`config.mk`:
```
export PLATFORM = sky130hd
export DESIGN_NAME = xy_router_node
export DESIGN_NICKNAME = d
export VERILOG_FILES = /design/src/rtl/xy_router_node.sv
export SDC_FILE = /design/constraint.sdc
export NUM_CORES = 1
export LEC_CHECK = 0
export ABC_CLOCK_PERIOD_IN_PS = 9200
export CORE_MARGIN = 4
export CORE_UTILIZATION = 45
export CTS_CLUSTER_DIAMETER = 100
export DETAILED_ROUTE_END_ITERATION = 6
export PLACE_DENSITY = 0.71
export SYNTH_ARGS = -nofsm -noshare
export SYNTH_HDL_FRONTEND = slang
export SYNTH_SLANG_ARGS = --single-unit
```
`constraint.sdc`:
```
create_clock -name clk -period 9.2 [get_ports clk]
set_clock_uncertainty 0.1 [all_clocks]
set_input_delay 1.84 -clock clk [delete_from_list [all_inputs] [get_ports clk]]
set_output_delay 1.84 -clock clk [all_outputs]
set_load 0.05 [all_outputs]
```
`src/rtl/xy_router_node.sv`:
```
// Mesh router node: per-input FIFOs, XY dimension-order routing on a header
// carried in the top bits of each flit, and one round-robin arbiter per output.
module xy_router_node #(
  parameter int NUM_PORTS   = 5,
  parameter int DATA_WIDTH  = 16,
  parameter int COORD_WIDTH = 4,
  parameter int FIFO_DEPTH  = 4,
  parameter int NODE_X      = 0,
  parameter int NODE_Y      = 0
) (
  input  logic                            clk,
  input  logic                            reset,
  input  logic [NUM_PORTS-1:0]            in_valid,
  input  logic [NUM_PORTS*DATA_WIDTH-1:0] in_data,
  output logic [NUM_PORTS-1:0]            in_full,
  output logic [NUM_PORTS-1:0]            out_valid,
  output logic [NUM_PORTS*DATA_WIDTH-1:0] out_data,
  input  logic [NUM_PORTS-1:0]            out_full,
  output logic [7:0]                      drop_count
);

  localparam int AW = (FIFO_DEPTH > 1) ? $clog2(FIFO_DEPTH) : 1;
  localparam int CW = AW + 1;
  localparam int PW = (NUM_PORTS > 1) ? $clog2(NUM_PORTS) : 1;

  localparam logic [COORD_WIDTH-1:0] HERE_X     = COORD_WIDTH'(NODE_X);
  localparam logic [COORD_WIDTH-1:0] HERE_Y     = COORD_WIDTH'(NODE_Y);
  localparam logic [2:0]             PORT_LIMIT = 3'(NUM_PORTS);
  localparam logic [CW-1:0]          FULL_COUNT = CW'(FIFO_DEPTH);
  localparam logic [PW-1:0]          LAST_PORT  = PW'(NUM_PORTS - 1);

  localparam logic [2:0] DIR_LOCAL = 3'd0;
  localparam logic [2:0] DIR_EAST  = 3'd1;
  localparam logic [2:0] DIR_WEST  = 3'd2;
  localparam logic [2:0] DIR_NORTH = 3'd3;
  localparam logic [2:0] DIR_SOUTH = 3'd4;

  logic [DATA_WIDTH-1:0]  fifo_mem [NUM_PORTS][FIFO_DEPTH];
  logic [AW-1:0]          rd_ptr   [NUM_PORTS];
  logic [AW-1:0]          wr_ptr   [NUM_PORTS];
  logic [CW-1:0]          count    [NUM_PORTS];
  logic [PW-1:0]          arb_ptr  [NUM_PORTS];

  logic [DATA_WIDTH-1:0]  head     [NUM_PORTS];
  logic [COORD_WIDTH-1:0] dest_x   [NUM_PORTS];
  logic [COORD_WIDTH-1:0] dest_y   [NUM_PORTS];
  logic [2:0]             route    [NUM_PORTS];
  logic [PW-1:0]          grant_idx[NUM_PORTS];

  logic [NUM_PORTS-1:0]   not_empty;
  logic [NUM_PORTS-1:0]   full_q;
  logic [NUM_PORTS-1:0]   push;
  logic [NUM_PORTS-1:0]   pop;
  logic [NUM_PORTS-1:0]   drop;
  logic [NUM_PORTS-1:0]   grant_vld;
  logic [NUM_PORTS*DATA_WIDTH-1:0] grant_data;

  logic [3:0]             drop_sum;
  logic [8:0]             drop_total;
  logic [7:0]             drop_next;

  // Route decision on every FIFO head; out-of-range targets become drops
  always_comb begin
    for (int i = 0; i < NUM_PORTS; i++) begin
      head[i]      = fifo_mem[i][rd_ptr[i]];
      dest_x[i]    = head[i][DATA_WIDTH-1 -: COORD_WIDTH];
      dest_y[i]    = head[i][DATA_WIDTH-COORD_WIDTH-1 -: COORD_WIDTH];
      not_empty[i] = (count[i] != '0);
      full_q[i]    = (count[i] == FULL_COUNT);
      if (dest_x[i] > HERE_X)      route[i] = DIR_EAST;
      else if (dest_x[i] < HERE_X) route[i] = DIR_WEST;
      else if (dest_y[i] > HERE_Y) route[i] = DIR_NORTH;
      else if (dest_y[i] < HERE_Y) route[i] = DIR_SOUTH;
      else                         route[i] = DIR_LOCAL;
      drop[i] = not_empty[i] && (route[i] >= PORT_LIMIT);
    end
  end

  // Full is judged on registered occupancy, so a same-cycle pop never frees room
  assign push = in_valid & ~full_q;

  // Per-output round-robin scan starting at that output's pointer
  always_comb begin
    int            cand;
    logic [PW-1:0] cand_idx;
    cand       = 0;
    cand_idx   = '0;
    grant_vld  = '0;
    grant_data = '0;
    pop        = drop;
    for (int o = 0; o < NUM_PORTS; o++) begin
      grant_idx[o] = '0;
      for (int off = 0; off < NUM_PORTS; off++) begin
        cand = int'(arb_ptr[o]) + off;
        if (cand >= NUM_PORTS) cand = cand - NUM_PORTS;
        cand_idx = PW'(cand);
        if (!grant_vld[o] && !out_full[o] && not_empty[cand_idx] &&
            (route[cand_idx] == 3'(o))) begin
          grant_vld[o] = 1'b1;
          grant_idx[o] = cand_idx;
        end
      end
      if (grant_vld[o]) begin
        pop[grant_idx[o]]                      = 1'b1;
        grant_data[o*DATA_WIDTH +: DATA_WIDTH] = head[grant_idx[o]];
      end
    end
  end

  always_comb begin
    drop_sum = '0;
    for (int i = 0; i < NUM_PORTS; i++) drop_sum = drop_sum + 4'(drop[i]);
    drop_total = {1'b0, drop_count} + {5'b0, drop_sum};
    drop_next  = drop_total[8] ? 8'hFF : drop_total[7:0];
  end

  always_ff @(posedge clk) begin
    for (int i = 0; i < NUM_PORTS; i++) begin
      if (push[i]) fifo_mem[i][wr_ptr[i]] <= in_data[i*DATA_WIDTH +: DATA_WIDTH];
    end
  end

  always_ff @(posedge clk) begin
    if (!reset) begin
      for (int i = 0; i < NUM_PORTS; i++) begin
        rd_ptr[i]  <= '0;
        wr_ptr[i]  <= '0;
        count[i]   <= '0;
        arb_ptr[i] <= '0;
      end
      drop_count <= '0;
    end else begin
      for (int i = 0; i < NUM_PORTS; i++) begin
        if (push[i]) wr_ptr[i] <= wr_ptr[i] + 1'b1;
        if (pop[i])  rd_ptr[i] <= rd_ptr[i] + 1'b1;
        case ({push[i], pop[i]})
          2'b10:   count[i] <= count[i] + 1'b1;
          2'b01:   count[i] <= count[i] - 1'b1;
          default: count[i] <= count[i];
        endcase
        if (grant_vld[i])
          arb_ptr[i] <= (grant_idx[i] == LAST_PORT) ? '0 : grant_idx[i] + 1'b1;
      end
      drop_count <= drop_next;
    end
  end

  // Outputs are forced quiet for the whole time reset is held low
  assign in_full   = reset ? full_q     : '0;
  assign out_valid = reset ? grant_vld  : '0;
  assign out_data  = reset ? grant_data : '0;

endmodule

```
---- Yosys cells after proc, flatten, opt, wreduce, memory -nomap -nowiden ----
Memories as Yosys holds them, arrays and structs flattened.
Index checks and enable logic that the tools add are counted.
cells by class
  reduce and logical (&&, ||, !) cells .... 125
  bitwise gates (word level) .............. 77
  $add $sub $neg .......................... 75
  muxes and demuxes ....................... 415
  magnitude comparators ................... 130
  eq/ne operators ......................... 40
operators by type and width
  cell                                                                                 count
  16-bit 2-to-1 mux                                                                    30
  3-bit 2-to-1 mux                                                                     145
  64-bit 2-to-1 mux                                                                    5
  16-bit binary-select mux with 3-bit select                                           5
  3-bit binary-select mux with 3-bit select                                            25
  16-bit binary-select mux with 2-bit select                                           5
  16-bit demux with 2-bit select                                                       5
  1-bit 2-to-1 mux                                                                     146
  4-bit greater-or-equal comparator, second input constant                             30
  3-bit by 4-bit < comparator with 1-bit output, second input constant                 30
  3-bit NOT with 4-bit output                                                          30
  1-bit logical AND                                                                    85
  4-bit by 3-bit greater-or-equal comparator with 1-bit output, second input constant  20
  80-bit 2-to-1 mux                                                                    1
  1-bit binary-select mux with 3-bit select                                            25
  3-bit subtractor, second input constant                                              25
  3-bit greater-or-equal comparator, second input constant                             20
  3-bit equality test, second input constant                                           15
  3-bit by 2-bit adder with 4-bit output, second input constant                        10
  4-bit by 1-bit > comparator with 1-bit output, second input constant                 10
  4-bit by 1-bit < comparator with 1-bit output, second input constant                 10
  5-bit 2-to-1 mux                                                                     7
  3-bit by 1-bit adder with 3-bit output, second input constant                        10
  3-bit by 2-bit equality test with 1-bit output, second input constant                10
  26 further kinds                                                                     158
word-level totals
  input port bits ......................... 92
  memories kept ........................... 5
  RAM bits ................................ 370
  output and inout port bits .............. 98
  register bits ........................... 8
memory list
  memory    words  bits a word  rd ports  clocked after memory_dff  write ports  RTL line  text
  fifo_mem  5      64           5         0                         5            38        logic [DATA_WIDTH-1:0] fifo_mem [NUM_PORTS][FIFO_DEPTH];
  arb_ptr   5      3            5         0                         5            42        logic [PW-1:0] arb_ptr [NUM_PORTS];
  count     5      3            5         0                         5            41        logic [CW-1:0] count [NUM_PORTS];
  rd_ptr    5      2            5         0                         5            39        logic [AW-1:0] rd_ptr [NUM_PORTS];
  wr_ptr    5      2            5         0                         5            40        logic [AW-1:0] wr_ptr [NUM_PORTS];

---- Logic depth before layout (Yosys ltp) ----
  depth after elaboration ................. 56
  mapped depth ............................ 24
  mapped depth without buffers ............ 21

---- Worst setup path after synthesis ----
Ideal clock, no wire load.
  kind .................................... input -> output
  start point ............................. input port out_full[0]
  end point ............................... output port out_data[6]
  path buffers ............................ 2
  setup slack ............................. 1.429 ns
  arrival ................................. 5.831 ns
  stages on the path ...................... 7
  path through ............................ clkbuf_1 > nor4_1 > a211oi_1 > nand3b_1 > and2_1 > clkbuf_1 > nor4b_1
between the ends
  word-level cells in the longest chain between the ends .. 30
RTL lines
  element                                                RTL line  text
  from (decl)                                            18        input logic [NUM_PORTS-1:0] out_full,
  1-bit zero test *                                      97        if (!grant_vld[o] && !out_full[o] && not_empty[cand_idx] &&
  1-bit logical AND (2 in series)                        97
  1-bit 2-to-1 mux                                       97
  1-bit zero test                                        97
  1-bit logical AND (3 in series)                        97
  1-bit 2-to-1 mux                                       97
  1-bit zero test                                        97
  1-bit logical AND (3 in series)                        97
  [6 not listed]                                         -
  1-bit zero test                                        97
  1-bit logical AND (3 in series)                        97
  3-bit 2-to-1 mux                                       97
  3-bit NOT with 4-bit output (not written as such)      105       grant_data[o*DATA_WIDTH +: DATA_WIDTH] = head[grant_idx[o]];
  16-bit binary-select mux with 3-bit select             105
  16-bit 2-to-1 mux (not written as such) (2 in series)  105
  16-bit 2-to-1 mux *                                    103       if (grant_vld[o]) begin
  80-bit 2-to-1 mux *                                    151       assign out_data = reset ? grant_data : '0;
  to (decl)                                              17        output logic [NUM_PORTS*DATA_WIDTH-1:0] out_data,
Mark *: on every way between the ends. The rest lies on a longest branch, timed or not. The select of a mux whose other input is x is not followed.

==> metrics.txt <==
nets@finish=1,841; IO Pins=190; FF-to-FF path depth=20; crit share post-route=between 90% and 100%; Hold Path Origin=count[4][0]; initial antenna violation count=2; layout cells sized above 1=14.3%; Port Buffers=133; Max Cap Viol=0; Crit Path Max Fanout=9; Yosys warnings=0; Post-Route WL=56,600 µm; Fin. Hold Viols=0; DRT Pass-1 Iters=6; ANT nets after route=0; slew margin rel.=about a third; CP Capture Type=output port; CTS tree=yes; total grt overflow=0; largest net degree at the start of global routing=28; Sequential cell area=10,900 µm²; multi-input logic area=8680 µm²; Core Rows=77; routed via count=around 14,000; Synth Cell Area=20,400 µm²; root buf cell=clkbuf_16; die footprint=48,900 µm²; CTS clk-pin slew, worst paths=0.06 ns; worst hold path endpoint=count[4][0]; Starting Density=45.9%; Data required, critical path=7.26 ns; Post-route DRC=0; fin worst setup slack=0.256 ns; final setup fails=0; mean number of vias per cell=6.26; Mapped Cells=1,552; status=finished, final reports clean; dpl cell area=between 20,000 and 25,000 µm²; reg-to-reg endpoint=count[0][2]; FMAX=0.112 GHz; WS Path Type=reg2out; hold depth=1; Num CTS Buffers=35; Worst Tran Pin Value=1.03 ns; Avg Cell Area, Syn=13.2 µm²; Longest Clk Path Bufs=3; Most used DFF post-synth=edfxtp_1; RSZ-0062 raised after global routing=false; core area=44,500 µm²; Die Wd=221 µm; Post-CTS Setup Inserts=0; reg2reg setup slack=roughly 2.7 ns; Fill cells=3,730; Area growth, synth to finish=14.1%; WP data arrival=7.00 ns; DPL Wire Length=41,400 µm; GRT Overall Usage=22.5%; Yosys reg bits=364; CP startpoint kind=register; DRT iter0 DRCs=1,546; Final min period=slightly below 9 ns; H-tree Lvls=2; Distinct cells, synth=97; WHS=between 0.4 and 0.5 ns; height of the die=approximately 220 µm; Antenna Cells=0; max-slew violations=0; number of flops mapped to enable cells by yosys=between 300 and 400; hold crit path type=reg2reg; first-pass GRT wire length=86,000 µm; r2r startpoint=arb_ptr[0][3]; setup TNS=0 ns; # clock sinks=about 360; vias in the first global route=14,141; asr flop ratio synth=0%; clk_lat worst skew=0.53 ns; WL per Instance=24.7 µm; post-synthesis sequential area ratio=53.5%; GPL Wtd Cong=0.962; fin area=23,300 µm²; pre-CTS WS=just over 0.8 ns
==> how the worst max path moves through the flow <==
stage | endpoint | from | depth (start not counted) | slack [ns]
CTS | out_data[57] | rd_ptr[0][4] | 13 | 0.38
global route | out_data[6] | rd_ptr[0][8] | 12 | 0.06
finish | out_data[6] | rd_ptr[0][0] | 11 | 0.26
global placement | out_data[57] | out_full[3] | 12 | 0.86
floorplan | out_data[6] | out_full[0] | 7 | 1.43
detailed placement | out_data[57] | out_full[3] | 12 | 0.80
==> cells by family (layout without fill, tap and decap cells) <==
logic type | Yosys count | count (layout) | synth area share [%]
adders and majority gates | 69 | 69 | 4.48
muxes | 143 | 143 | 12.2
xor gates and xnor gates | 26 | 26 | 1.11
other | 1 | 54 | 0.0184
AOI/OAI and AO/OA | 334 | 334 | 12.5
DFF | 364 | 364 | 53.5
and+or+nand+nor | 419 | 419 | 11.1
buffers and inverters | 196 | 295 | 5.09
==> sequential cells by signal, indices dropped and copies added (netlist names) <==
register and cells:
fifo_mem 320, count 15, rd_ptr 10, wr_ptr 10
arb_ptr 9
==> worst max-delay path: stages (launching register included) <==
cell and delay (ns):
edfxtp_1 0.72, mux4_2 0.64, nor4_2 0.80, nand2_1 0.28, or3_1 0.43, and4_1 0.23, o41ai_1 0.48, a32oi_1 0.31
o21bai_1 0.88, a211oi_1 0.12, nor4b_1 0.64, clkdlybuf4s50_1 0.93
==> timing repair <==
| item | CTS | global route |
|---|---|---|
| resized for setup | 0 | 1 |
| hold buffers | 0 | 0 |
| endpoints found under the setup margin | 0 | 2 |
==> layout by cell type (no fill, tap or decap), types with 7 or more instances in the layout <==
cell type and n:
a21oi_1 55, conb_1 54, xnor2_1 23, o21a_1 11, nor4_1 11, o2111ai_1 9, inv_1 56, mux2i_1 34
nand3_1 25, nor2b_1 14, o211ai_1 10, mux2_2 27, and3_1 32, o221ai_1 23, mux4_2 82, nand2_1 72
a31oi_1 8, or4_1 15, o31ai_1 11, nor2_1 100, or3_1 24, edfxtp_1 364, fa_1 7, clkdlybuf4s50_1 133
ha_1 62, o311ai_0 7, o31a_1 7, nor3_1 40, o21ai_0 49, buf_4 37, and2_1 16, clkbuf_1 8
nand4_1 15, a221oi_2 10, clkinv_1 8, nand2b_1 17, clkbuf_16 36, a211oi_1 17, o22ai_1 18, a21o_1 12
==> Yosys cell counts, types with 18 or more instances <==
master | instances | area (µm²)
a21oi_1 | 55 | 275
and3_1 | 32 | 200
buf_2 | 24 | 120
buf_4 | 60 | 450
clkbuf_1 | 39 | 146
edfxtp_1 | 364 | 10900
ha_1 | 62 | 776
inv_1 | 56 | 210
mux2_2 | 27 | 304
mux2i_1 | 34 | 340
mux4_2 | 82 | 1850
nand2_1 | 72 | 270
nand3_1 | 25 | 125
nor2_1 | 100 | 375
nor3_1 | 40 | 200
o21ai_0 | 49 | 245
o221ai_1 | 23 | 201
o22ai_1 | 18 | 113
or3_1 | 24 | 150
xnor2_1 | 23 | 201
==> area by class of cell <==
type / count / area share, %
Sequential cell: 364 / 46.9
Timing Repair Buffer: 170 / 6.90
Inverter: 64 / 1.05
Tap cell: 592 / 3.18
Multi-Input combinational cell: 1045 / 37.2
Clock buffer: 44 / 3.99
Clock inverter: 17 / 0.746
==> routing by layer <==
metal	routed length, µm	global-route usage (%)
met1	22900	30.7
met2	27100	36.9
met3	4670	3.59
met4	1910	7.87
met5	20	0
==> through the flow <==
stage | util (%) | cells
detailed placement | 49.9 | 2235
global route | 52.4 | 2296
floorplan | - | 1605
CTS | 52.4 | 2296
global placement | 49.9 | 2235
finish | 52.4 | 2296
Power is left out: the tool's default activity adds up to more than one toggle a clock period on the data nets, which glitch-free logic cannot reach.
